[src/rtl/instr_realign.sv]
// ---------------------------------------------------------------------------
// instr_realign
//
// Splits 32-bit fetch words into individual RISC-V instructions (16-bit
// compressed or 32-bit) and pushes at most one instruction per cycle into the
// downstream instruction FIFO. A 32-bit instruction that straddles two fetch
// words is stitched together from a held halfword, and halfword-aligned
// branch targets (fetch_addr_i[1]=1) skip the lower halfword of the word.
//
// State  | meaning
// -------+----------------------------------------------------------------
// IDLE   | no halfword held; next fetch word may start anywhere
// UNALGN | P holds the first half of a 32-bit instruction at PA; the next
//        | word must be sequential and supplies its second half
// UPPERC | P holds a complete compressed instruction at PA; it is pushed
//        | before any further fetch word is accepted
//
// Ports
//   clk_i, rst_i       clock, asynchronous active-high reset
//   flush_i            synchronous redirect/kill, drops any held halfword
//   fetch_valid_i      fetch word valid
//   fetch_ready_o      word consumed when fetch_valid_i && fetch_ready_o
//   fetch_data_i       32-bit fetch word, little-endian halfwords
//   fetch_addr_i       address of first useful halfword
//   full_i             downstream FIFO full
//   push_o             push one instruction (never while full_i=1)
//   instr_o            instruction; compressed ones zero-extended
//   addr_o             instruction address
//   compressed_o       instr_o carries a 16-bit instruction
// ---------------------------------------------------------------------------
module instr_realign #(
    parameter int ADDR_WIDTH = 64,
    parameter int ENABLE_C   = 1
) (
    input  logic                  clk_i,
    input  logic                  rst_i,
    input  logic                  flush_i,
    input  logic                  fetch_valid_i,
    output logic                  fetch_ready_o,
    input  logic [31:0]           fetch_data_i,
    input  logic [ADDR_WIDTH-1:0] fetch_addr_i,
    input  logic                  full_i,
    output logic                  push_o,
    output logic [31:0]           instr_o,
    output logic [ADDR_WIDTH-1:0] addr_o,
    output logic                  compressed_o
);

    localparam logic [1:0] IDLE      = 2'd0;
    localparam logic [1:0] UNALIGNED = 2'd1;
    localparam logic [1:0] UPPER_C   = 2'd2;

    localparam logic [ADDR_WIDTH-1:0] HW_STEP   = ADDR_WIDTH'(2);
    localparam logic [ADDR_WIDTH-1:0] WORD_STEP = ADDR_WIDTH'(4);

    logic [1:0]            state_q, state_d;
    logic [15:0]           p_q, p_d;
    logic [ADDR_WIDTH-1:0] pa_q, pa_d;

    logic [15:0] lo_hw;
    logic [15:0] hi_hw;
    logic        lo_is_c;
    logic        hi_is_c;
    logic        ready;
    logic        consume;

    assign lo_hw   = fetch_data_i[15:0];
    assign hi_hw   = fetch_data_i[31:16];
    assign lo_is_c = (lo_hw[1:0] != 2'b11);
    assign hi_is_c = (hi_hw[1:0] != 2'b11);

    // While a complete compressed instruction is held, the word port stalls
    // so that only one instruction per cycle ever leaves the block.
    assign ready   = ~rst_i & ~flush_i & ~full_i & (state_q != UPPER_C);
    assign consume = fetch_valid_i & ready;

    assign fetch_ready_o = ready;

    always_comb begin
        state_d      = state_q;
        p_d          = p_q;
        pa_d         = pa_q;
        push_o       = 1'b0;
        instr_o      = 32'h0;
        addr_o       = '0;
        compressed_o = 1'b0;

        if (ENABLE_C == 0) begin
            state_d = IDLE;
            if (consume) begin
                push_o  = 1'b1;
                instr_o = fetch_data_i;
                addr_o  = fetch_addr_i;
            end
        end else if (flush_i) begin
            state_d = IDLE;
            p_d     = 16'h0;
            pa_d    = '0;
        end else if (!rst_i) begin
            case (state_q)
                IDLE: begin
                    if (consume) begin
                        if (!fetch_addr_i[1]) begin
                            if (!lo_is_c) begin
                                push_o  = 1'b1;
                                instr_o = fetch_data_i;
                                addr_o  = fetch_addr_i;
                            end else begin
                                push_o       = 1'b1;
                                instr_o      = {16'h0, lo_hw};
                                addr_o       = fetch_addr_i;
                                compressed_o = 1'b1;
                                p_d          = hi_hw;
                                pa_d         = fetch_addr_i + HW_STEP;
                                state_d      = hi_is_c ? UPPER_C : UNALIGNED;
                            end
                        end else begin
                            // Halfword-aligned target: the lower half is not
                            // part of the instruction stream.
                            if (hi_is_c) begin
                                push_o       = 1'b1;
                                instr_o      = {16'h0, hi_hw};
                                addr_o       = fetch_addr_i;
                                compressed_o = 1'b1;
                            end else begin
                                p_d     = hi_hw;
                                pa_d    = fetch_addr_i;
                                state_d = UNALIGNED;
                            end
                        end
                    end
                end

                UNALIGNED: begin
                    if (consume) begin
                        push_o  = 1'b1;
                        instr_o = {lo_hw, p_q};
                        addr_o  = pa_q;
                        p_d     = hi_hw;
                        pa_d    = pa_q + WORD_STEP;
                        state_d = hi_is_c ? UPPER_C : UNALIGNED;
                    end
                end

                UPPER_C: begin
                    if (!full_i) begin
                        push_o       = 1'b1;
                        instr_o      = {16'h0, p_q};
                        addr_o       = pa_q;
                        compressed_o = 1'b1;
                        state_d      = IDLE;
                    end
                end

                default: begin
                    state_d = IDLE;
                end
            endcase
        end
    end

    always_ff @(posedge clk_i or posedge rst_i) begin
        if (rst_i) begin
            state_q <= IDLE;
            p_q     <= 16'h0;
            pa_q    <= '0;
        end else begin
            state_q <= state_d;
            p_q     <= p_d;
            pa_q    <= pa_d;
        end
    end

`ifndef SYNTHESIS
    // Fetch protocol checks: the word following a held first half must be
    // the next sequential word, and with RVC disabled every word is aligned.
    always @(posedge clk_i) begin
        if (!rst_i && fetch_valid_i && fetch_ready_o) begin
            if (ENABLE_C != 0 && state_q == UNALIGNED) begin
                assert (fetch_addr_i[1] == 1'b0 && fetch_addr_i == pa_q + HW_STEP)
                else $error("instr_realign: non-sequential word while a halfword is pending");
            end
            if (ENABLE_C == 0) begin
                assert (fetch_addr_i[1] == 1'b0)
                else $error("instr_realign: halfword-aligned address with RVC disabled");
            end
        end
        if (!rst_i && push_o) begin
            assert (!full_i)
            else $error("instr_realign: push while downstream full");
        end
    end
`endif

endmodule
[config.mk]
export PLATFORM = sky130hd
export DESIGN_NAME = instr_realign
export DESIGN_NICKNAME = d
export VERILOG_FILES = /design/src/rtl/instr_realign.sv
export SDC_FILE = /design/constraint.sdc
export NUM_CORES = 1
export LEC_CHECK = 0
export BUFFER_PORTS_ARGS = -buffer_cell sky130_fd_sc_hd__buf_2
export CAP_MARGIN = 10
export CORE_MARGIN = 5
export CORE_UTILIZATION = 50
export DETAILED_ROUTE_END_ITERATION = 10
export GPL_TIMING_DRIVEN = 0
export MAX_ROUTING_LAYER = met4
export PLACE_DENSITY_LB_ADDON = 0.08
export RECOVER_POWER = 100
export REMOVE_ABC_BUFFERS = 1
export SYNTH_ARGS = -nofsm -noshare
export SYNTH_HDL_FRONTEND = slang
export SYNTH_SLANG_ARGS = --single-unit
export TNS_END_PERCENT = 100
[constraint.sdc]
create_clock -name clk_i -period 3 [get_ports clk_i]
set_input_delay 0.3 -clock clk_i [delete_from_list [all_inputs] [get_ports clk_i]]
set_output_delay 0.3 -clock clk_i [all_outputs]
set_load 0.1 [all_outputs]
# Yosys cells after proc, flatten, opt, wreduce, memory -nomap -nowiden
# Index checks and enable logic that the tools add are counted.
# word_totals
regBits,82
input_bits,101
output_inout_bits,99
wordCells,84
# classes
n_addsub,2
eq_ne,11
n_mux,57
bitwise_logic,7
reduce_logical,4
# ops
operator,n
$mux W64,14
$mux W32,6
$pmux W64 S3,1
$mux W16,9
$pmux W64 S2,1
$pmux W32 S3,1
$add A64 B2 Y64 const B,1
$add A64 B3 Y64 const B,1
$pmux W16 S2,1
$mux W2,9
$mux W1,12
$reduce_and A6 Y1,2
$ne A3 B3 Y1 const B,3
$ne A4 B4 Y1 const B,2
$ne A2 B2 Y1 const B,3
$pmux W2 S3,1
$and A1 B1 Y1,4
$not A1 Y1,3
$pmux W1 S3,1
$reduce_bool A3 Y1,1
$eq A2 B1 Y1 const B,1
$eq A2 B2 Y1 const B,1
$logic_not A2 Y1,1
$ne A2 B1 Y1 const B,1
$pmux W1 S2,1

# Logic depth before layout (Yosys ltp)
# Gate-level depths: netlist of the first run.
# depth
ltp_word,9
mapped_depth,10
mapped_depth_nobuf,7

# Worst setup path before layout of the first run
# OpenSTA, ideal clock, no wires.
# synth_timing
path_type,register to output
start,register state_q[1]
end,output compressed_o
arrival_ps,6305
path_slack_ps,-3605
path_stages_with_launch,8
path_buffers,1
path_cell_list,dfrtp_1 -> or4b_1 -> clkbuf_1 -> nor2_1 -> nand2_1 -> a31oi_1 -> nand2_1 -> a2111oi_0
# synth_via
elab_chain_cells,7
word_cells_on_any_way,9
cone_classes,2 x eq/ne; 4 x mux; 2 x bitwise; 1 x reduce/logical
# synth_lines
item,line,source
"start, declared",56,"logic [1:0] state_q, state_d;"
"start signal, assigned",168,state_q <= state_d;
$ne A2 B2 Y1,74,assign ready = ~rst_i & ~flush_i & ~full_i & (state_q != UPPER_C);
$and A1 B1 Y1,74,
$and A1 B1 Y1,75,assign consume = fetch_valid_i & ready;
$mux W1,102,if (consume) begin
$pmux W1 S2 *,100,case (state_q)
$mux W1 *,99,end else if (!rst_i) begin
$mux W1 *,95,end else if (flush_i) begin
"end, declared",46,output logic compressed_o
# Mark *: on every way between the ends. The rest lies on a longest branch, timed or not.

# Final worst setup path of the first run
# layout_timing
start,register state_q[1]
end,output addr_o[32]
# layout_via
elab_chain_cells,7
word_cells_on_any_way,11
cone_classes,3 x eq/ne; 5 x mux; 2 x bitwise; 1 x reduce/logical
# layout_lines
item,line,source
$ne A2 B2 Y1,74,
$and A1 B1 Y1,74,
$and A1 B1 Y1,75,
"$mux W64, on equally long branches","135, 102",
$pmux W64 S3 *,100,
$mux W64 *,99,
$mux W64 *,95,
"end, declared",45,"output logic [ADDR_WIDTH-1:0] addr_o,"
# Marked as above.

==> flow_summary.yaml, run 1 <==
status:
  status: "complete, but fails checks"
  violations: "capacitance limit, slew limit, setup timing"
sta:
  hold_viol: 0
  worst_pin_slew_ps: 1500
  min_period_over_period_pct: 101
  max_slew_margin_pct: -0.652
  finalSetupViolations: 7
  timing.fmax_mhz: 329
  fin_skew_ps: 7.85
  period_needed_ps: 3040
  setup_ws_ps: -38.1
  setup_tns_ps: -93.9
  rsz0062_at_grt: "yes"
  finalMaxSlewViolations: 33
clock_network:
  cts_buffers: 9
  clk_latency_ps: 340
  cts_buffer_depth: 2
  root_buffer: "clkbuf_16"
  cts_tree: "yes"
  cts.sinks: 82
  htreeDepth: 3
  ctsHoldBuffers: 0
  clkSlewWorstSetupHoldPaths_ps: 60
drt:
  drc: 0
  wl_um: 25300
  ant_nets: 0
  dr_total_vias: 7811
  dr.pass1.iters: 8
  wl_per_cell_um: 20.8
  vias_per_cell: 6.43
  drtIter0Drc: 846
global_route:
  antenna_found_initial: 1
  grt.met1_usage_pct: 40.2
  grt_pass1_wl_um: 36000
  overflow: 0
  grtUsageMet2_pct: 47.8
  grtUsageTotal_pct: 30.6
  top_usage_layer: "met2"
  use_met3_pct: 6.64
  grt_pass1_vias: 7109
  grt_max_degree: 52
critical_path:
  path_cells: "or4b_4, nor2_4, buf_12, nand2_8, o21ai_4, clkbuf_16, clkbuf_16, a22oi_2, nor2_1, buf_6"
  critPathSlowestCell: "or4b_4"
  critPathArrivalTime_ps: 2740
  max_stage_delay_ps: 540
  path_class: "flop to output port"
  crit_start: "state_q[1]$_DFFE_PP0P_"
  critPathCaptureType: "output port"
  critPathMaxFanout: 7
  crit_top_cell: "clkbuf_16"
  r2r-start: "pa_q[2]$_DFFE_PP0P_"
  start_kind: "flop"
  worstPathRequired_ps: 2700
logic_synthesis:
  yosysWarnings: 0
  ys_types: 60
  synthCells: 843
  synthFlopType: "dfrtp_1"
  synth_top_area_share_pct: 32.4
  synth_top_area_cell: "dfrtp_1"
  syn_avg_cell_area_um2: 7.51
  ys_seq_elements: 82
  synth_seq_area_share_pct: 32.4
  synth_edf_count: 0
  async_flop_share_pct: 100
  netlist_area_um2: 6330
  synth_area_leaders: "dfrtp_1, a22oi_1, nor2_1"
pwr:
  power_leakage_uw: 0.00393
  max-vdd-ir-drop_mv: 0.245
  power_density_nw_per_um2: 306
worst_hold_path:
  hold_start: "fetch_data_i[22]"
  min_path_type: "input pin to flop"
finish:
  regArea_um2: 2050
  num-fill-cells: 944
  layout_common_cells: "nand2_1, buf_2, nor2_1"
  instances_no_fill: 1214
  syn2layout_area_growth_pct: 51.1
  multi_input_area_um2: 4450
  fin_nets: 1138
  layout-drive-gt1-share_pct: 35.0
  final_common_cell: "nand2_1"
floorplanning:
  initial_core_util_pct: 50.6
  core-area_um2: 12500
  io_pins: 200
  fp.dieH_um: 123
  num_rows: 41
  die_width_um: 123
  die_area_um2: 15000
placed_design:
  place.gp.congestion: 0.818
  placedCellCount: 1152
  place_hpwl_um: 14500
  pre_cts_slack_ps: -743
  portBuffers: 199
flow_run:
  maxCapViolCount: 1
## stage by stage
| step | power (uW) | utilization (%) | hold slack [ps] | area, um^2 |
|---|---|---|---|---|
| final | 2920 | 76.4 | 179 | 9560 |
| after global routing | 3000 | 76.4 | 191 | 9560 |
| after CTS | 2860 | 68.3 | 24.2 | 8550 |
| after detailed placement | 1570 | 60.5 | 393 | 7570 |
| after global placement | 1550 | 57.8 | 480 | 7230 |
| after floorplan | 1380 | - | 363 | 6020 |
## cell usage after synthesis, types with 5 or more instances
library cell  instances
nand3b_1             22
and2_1                8
a32oi_1               5
clkbuf_1             51
a21oi_1              44
dfrtp_1              82
buf_2                22
nor4_1               14
nand3_1              38
and4_1                8
inv_1                 8
nor3_1               14
o311ai_0              7
a222oi_1             14
a221o_1               7
nor2_1              119
nand4_1              21
a22o_1               18
a31oi_1               7
o21ai_0              63
nand2_1             106
o211ai_1              9
a22oi_1              72
nand2b_1              9
and3_1               14
mux2i_1               6
## cells by family (layout without fill, tap and decap cells)
group,Yosys count,after routing,share of synthesized area (%)
simple gates,396,399,31.1
compound gates,271,272,29.4
buf+inv,83,277,5.38
flops,82,82,32.4
mux,6,6,0.949
xor+xnor,4,4,0.554
fa+ha+maj,1,1,0.198
other cells,0,1,0
## repair_timing
item | CTS | global route
resized for setup | 125 | 171
pin swaps | 8 | 72
cloned | 6 | 13
setup buffers | 16 | 11
setup endpoints to repair | 136 | 124
## per-layer routing
layer,share of wire [%],routed length (um),vias to the layer above
met5,0,0,-
met4,1.8,450,0
li1,-,-,3581
met2,49,12500,460
met3,9.2,2330,46
met1,40,10100,3724
## worst max-delay path, delay by kind of cell, from the launching register on
kind / cells / cell delay (ps)
and+or+nand+nor: 4 / 970
buffers and inverters: 4 / 790
DFF: 1 / 410
AOI/OAI and AO/OA: 2 / 220
## path summary, 6_finish.rpt
path	cells after the start	endpoint	slack (ps)
min	3	p_q[6]$_DFFE_PP0P_	180
min reg2reg	2	p_q[15]$_DFFE_PP0P_	520
max reg2reg	7	pa_q[34]$_DFFE_PP0P_	190
max	10	addr_o[32]	-40
min in group asynchronous	2	p_q[10]$_DFFE_PP0P_	400
max in group asynchronous	3	state_q[0]$_DFFE_PP0P_	600
## final cells by class
class	count	share of cell area, %
tap	172	2.25
timing repair buffer	253	25.8
clock buffer	12	2.79
multi-input combinational	682	46.5
clock inverter	4	0.759
antenna	1	0.0262
sequential	82	21.5
inverter	8	0.327
## report_power, final
| group | internal, uW | switching (uW) | total (uW) |
|---|---|---|---|
| registers | 1130 | 47.7 | 1180 |
| clock network | 797 | 477 | 1270 |
| logic | 169 | 297 | 466 |
| total | 2100 | 822 | 2920 |
## sequential cells by signal, summed over array words and instances, names as in the netlist
name	cells
p_q	16
pa_q	64
state_q	2
No activity file was read; power rests on OpenSTA's default activity.
==> inputs of run 2 (changes only) <==
==> constraint.sdc (replaced) <==
create_clock -name clk_i -period 3 [get_ports clk_i]
set_input_delay 0 -clock clk_i [delete_from_list [all_inputs] [get_ports clk_i]]
set_output_delay 0 -clock clk_i [all_outputs]
set_load 0.1 [all_outputs]
==> flow_summary.yaml, run 2 (synthesis results as in run 1) <==
sta:
  finalSetupViolations: 0
  min_period_over_period_pct: 97.7
  worst_pin_slew_ps: 1580
  setup_tns_ps: 0
  rsz0062_at_grt: "yes"
  period_needed_ps: 2930
  max_slew_margin_pct: -6.21
  hold-worst-slack_ps: 10.9
  fin_skew_ps: 8.26
  timing.fmax_mhz: 341
  hold_viol: 0
  finalMaxSlewViolations: 32
clock_network:
  root_buffer: "clkbuf_16"
  cts.sinks: 82
  htreeDepth: 3
  cts_buffer_depth: 2
  cts_tree: "yes"
  clk_latency_ps: 340
  clkSlewWorstSetupHoldPaths_ps: 60
  cts_buffers: 9
pwr:
  clkPwrFrac_pct: 43.2
  power_leakage_uw: 0.00391
  combPwrFrac_pct: 16.6
  switchingPower_uw: 799
  power.internal_uw: 2130
  power_density_nw_per_um2: 323
  max-vdd-ir-drop_mv: 0.240
  p_seq_share_pct: 40.2
  switching_share_pct: 27.3
placed_design:
  place.gp.congestion: 0.818
  placed_cell_area_um2: 7570
  portBuffers: 199
  place_hpwl_um: 14500
floorplanning:
  die_width_um: 123
  num_rows: 41
  io_pins: 200
  fp.dieH_um: 123
  die_area_um2: 15000
  core-area_um2: 12500
  initial_core_util_pct: 50.6
critical_path:
  crit_family: "simple AND/OR/NAND/NOR gates"
  cp_num_buf_inv: 3
  critPathArrivalTime_ps: 2930
  path_cells: "or4b_4, nor2_4, nand2_8, o21ai_4, buf_16, buf_16, a22oi_1, nor2_1, buf_6"
  crit_top_cell: "buf_16"
  start_kind: "flop"
  critPathCaptureType: "output port"
  max_stage_delay_ps: 570
  path_class: "flop to output port"
  critPathSlowestCell: "or4b_4"
  worstPathRequired_ps: 3000
  critPathMaxFanout: 23
drt:
  vias_per_cell: 6.26
  ant_nets: 0
  dr.pass1.iters: 5
  drtIter0Drc: 812
  dr_total_vias: 7832
  drc: 0
  wl_um: 24000
  wl_per_cell_um: 19.2
global_route:
  overflow: 0
  grt_max_degree: 52
  antenna_found_initial: 1
  grt_pass1_vias: 7418
  grt_pass1_wl_um: 37100
  grtUsageTotal_pct: 31.3
finish:
  largest-register: "pa_q"
  fin_area_um2: 9070
  layout_common_cells: "buf_2, nor2_1, nand2_1"
  final_common_cell: "buf_2"
  reg.largest.list: "pa_q x64, p_q x16, state_q x2"
  largest_reg_flops: 64
  fin_nets: 1176
  layout-drive-gt1-share_pct: 25.0
  syn2layout_area_growth_pct: 43.2
worst_hold_path:
  min_path_type: "input pin to flop"
flow_run:
  maxCapViolCount: 1
status:
  status: "complete, but fails checks"
  violations: "capacitance limit, slew limit"
run 2: power by group through the flow:
stage	clock [uW]	combinational, uW	sequential (uW)
floorplan	0	200	1180
global placement	0	352	1190
detailed placement	0	380	1190
CTS	1270	467	1180
global route	1310	520	1180
finish	1270	485	1180
run 2: path summary, 6_finish.rpt:
kind	start	to	slack (ps)	cells past startpoint
max	state_q[1]$_DFFE_PP0P_	addr_o[34]	70	9
min	fetch_data_i[17]	p_q[1]$_DFFE_PP0P_	10	3
max reg2reg	pa_q[2]$_DFFE_PP0P_	pa_q[34]$_DFFE_PP0P_	180	7
min reg2reg	p_q[15]$_DFFE_PP0P_	p_q[15]$_DFFE_PP0P_	520	2
max in group asynchronous	rst_i	pa_q[46]$_DFFE_PP0P_	1450	4
min in group asynchronous	rst_i	p_q[14]$_DFFE_PP0P_	690	3
run 2: final cells by class:
| cell class | count | area [um^2] |
|---|---|---|
| Multi-Input combinational cell | 682 | 4140 |
| Fill cell | 1033 | 3450 |
| Timing Repair Buffer | 291 | 2280 |
| Sequential cell | 82 | 2050 |
| Clock buffer | 12 | 267 |
| Tap cell | 172 | 215 |
| Clock inverter | 4 | 72.6 |
| Inverter | 8 | 31.3 |
| Antenna cell | 1 | 2.50 |
run 2: repair_timing:
item,in CTS,in global routing
setup buffers,5,5
pin swaps,1,5
cloned,3,2
gates resized for setup,75,26
setup endpoints to repair,136,76
hold endpoints to repair,98,0
hold buffers,68,0
run 2: metrics by stage:
step / setup slack (ps) / utilization [%] / total power [uW] / instances
after floorplan: -5680 / - / 1380 / 768
after global placement: -4720 / 57.8 / 1550 / 1139
after detailed placement: -443 / 60.5 / 1570 / 1152
after CTS: 40.1 / 71.2 / 2910 / 1244
after global routing: -12.6 / 72.4 / 3010 / 1252
final: 67.6 / 72.4 / 2930 / 1252
run 2: routing by layer:
metal	track usage [%]	wire, um	share of wire [%]	vias to the layer above
met5	-	0	0	-
met4	9.03	476	2.0	0
met3	4.79	1880	7.8	41
met2	50.2	11700	49	389
met1	41.3	10000	42	3745
li1	-	-	-	3657
run 2: worst reg2reg max path: cells and delay by family, from the launching register on:
family / cells / cell delay (ps)
flops: 1 / 470
fa+ha+maj: 1 / 290
compound gates: 3 / 400
simple gates: 3 / 1510
==> inputs of run 3 (changes only) <==
--- a/config.mk
+++ b/config.mk
@@ -7,8 +7,10 @@
 export LEC_CHECK = 0
 export BUFFER_PORTS_ARGS = -buffer_cell sky130_fd_sc_hd__buf_2
 export CAP_MARGIN = 10
+export CELL_PAD_IN_SITES_DETAIL_PLACEMENT = 2
+export CELL_PAD_IN_SITES_GLOBAL_PLACEMENT = 2
 export CORE_MARGIN = 5
-export CORE_UTILIZATION = 50
+export CORE_UTILIZATION = 29
 export DETAILED_ROUTE_END_ITERATION = 10
 export GPL_TIMING_DRIVEN = 0
 export MAX_ROUTING_LAYER = met4
==> flow_summary.yaml, run 3 (synthesis results as in run 1) <==
drt:
  drc: 0
  wl_um: 31200
  drtIter0Drc: 341
  dr_total_vias: 7932
  ant_nets: 0
  vias_per_cell: 5.77
  dr.pass1.iters: 5
  wl_per_cell_um: 22.7
clock_network:
  clk_latency_ps: 350
  cts_buffer_depth: 2
  htreeDepth: 3
  cts_buffers: 9
  cts.sinks: 82
  root_buffer: "clkbuf_16"
  clkSlewWorstSetupHoldPaths_ps: 70
  cts_tree: "yes"
critical_path:
  critPathArrivalTime_ps: 3050
  start_kind: "flop"
  critPathCaptureType: "output port"
  worstPathRequired_ps: 3000
  path_class: "flop to output port"
  critPathMaxFanout: 6
pwr:
  power.internal_uw: 1990
  switchingPower_uw: 860
  power_density_nw_per_um2: 302
  p_seq_share_pct: 41.3
  p_total_uw: 2850
  switching_share_pct: 30.1
  power_leakage_uw: 0.00403
  clkPwrFrac_pct: 40.2
  combPwrFrac_pct: 18.4
  max-vdd-ir-drop_mv: 0.221
finish:
  final_common_cell: "buf_2"
  syn2layout_area_growth_pct: 49.4
  reg.largest.list: "pa_q x64, p_q x16, state_q x2"
  largest-register: "pa_q"
  fin_nets: 1190
  fin_area_um2: 9450
  largest_reg_flops: 64
  layout_common_cells: "buf_2, nor2_1, nand2_1"
  layout-drive-gt1-share_pct: 26.4
  instances_no_fill: 1374
global_route:
  grt_pass1_wl_um: 46100
  grtUsageTotal_pct: 23.7
  antenna_found_initial: 1
  grt_max_degree: 56
  overflow: 0
  grt_pass1_vias: 8527
sta:
  rsz0062_at_grt: "yes"
  fin_skew_ps: 8.84
  max_slew_margin_pct: 0.406
  period_needed_ps: 3050
  min_period_over_period_pct: 102
  setup_tns_ps: -128
  worst_pin_slew_ps: 1490
  timing.fmax_mhz: 328
  finalMaxSlewViolations: 0
  finalSetupViolations: 3
  hold_viol: 0
  setup_ws_ps: -50.6
placed_design:
  placedCellCount: 1265
  portBuffers: 199
  place.gp.congestion: 0.777
  pre_cts_slack_ps: -546
  placed_cell_area_um2: 7820
  place_hpwl_um: 20400
floorplanning:
  initial_core_util_pct: 29.2
  die_width_um: 158
  fp.dieH_um: 158
  num_rows: 54
  io_pins: 200
  core-area_um2: 21700
  die_area_um2: 24900
status:
  status: "complete, but fails checks"
  violations: "capacitance limit, setup timing"
flow_run:
  maxCapViolCount: 1
worst_hold_path:
  min_path_type: "input pin to flop"
## run 3: cell types whose count changed in the layout (fill, tap and decap cells not counted), moves of 2 or more
| cell | delta |
|---|---|
| buf_4 | -25 |
| buf_6 | +24 |
| clkbuf_4 | +11 |
| buf_2 | +5 |
| buf_12 | +3 |
| clkbuf_8 | -3 |
| clkbuf_16 | +2 |
| dlygate4sd3_1 | -2 |
| nor4_4 | +2 |
## run 3: layer usage
layer  wire length, um  track usage, %  vias to the layer above  part of all wire, %
li1                  -               -                     3679                    -
met1             13600            29.8                     4022                   44
met2             15800            40.7                      205                   51
met3              1450            3.77                       26                  4.7
met4               278            4.18                        0                 0.89
met5                 0               -                        -                    0
## run 3: critical path, stage by stage (launching register included)
cell	delay, ps
dfrtp_2	450
or4b_4	550
nor2_4	230
buf_12	150
nand2_8	70
a31oi_4	320
nand2_1	130
a2111oi_2	390
bufbuf_16	390
## run 3: worst paths after layout
kind | start | to | slack, ps | cells past startpoint
min in group asynchronous | rst_i | p_q[2]$_DFFE_PP0P_ | 600 | 3
setup reg to reg | state_q[1]$_DFFE_PP0P_ | pa_q[42]$_DFFE_PP0P_ | 130 | 9
hold reg to reg | p_q[12]$_DFFE_PP0P_ | p_q[12]$_DFFE_PP0P_ | 520 | 2
hold / removal | fetch_addr_i[19] | pa_q[19]$_DFFE_PP0P_ | 10 | 3
max in group asynchronous | rst_i | pa_q[35]$_DFFE_PP0P_ | 1510 | 4
setup / recovery | state_q[1]$_DFFE_PP0P_ | compressed_o | -50 | 8
## run 3: cell type report
| class | count | area (um^2) |
|---|---|---|
| Clock buffer | 11 | 233 |
| Clock inverter | 5 | 55.1 |
| Inverter | 8 | 31.3 |
| Sequential cell | 82 | 2050 |
| Tap cell | 280 | 350 |
| Fill cell | 2406 | 12200 |
| Antenna cell | 1 | 2.50 |
| Multi-Input combinational cell | 679 | 4150 |
| Timing Repair Buffer | 308 | 2580 |
## run 3: timing repair
item,CTS,global route
pin swaps,1,6
setup endpoints to repair,106,107
gates resized for setup,74,41
endpoints found under the hold margin,92,0
cloned,1,5
hold buffers,66,0
setup buffers,7,13
## run 3: power by group through the flow
| stage | sequential [uW] | clock (uW) | combinational (uW) |
|---|---|---|---|
| after floorplan | 1180 | 0 | 200 |
| after global placement | 1200 | 0 | 371 |
| after detailed placement | 1200 | 0 | 415 |
| after CTS | 1180 | 1180 | 499 |
| after global routing | 1180 | 1230 | 568 |
| final | 1180 | 1150 | 526 |
## run 3: per-stage QoR
step,hold slack [ps],utilization [%]
2_1_floorplan,63.1,-
3_3_place_gp,228,34.0
5_1_grt,-1.99,43.6
4_1_cts,2.56,41.9
6_report,13.3,43.6
3_5_place_dp,88.0,36.1
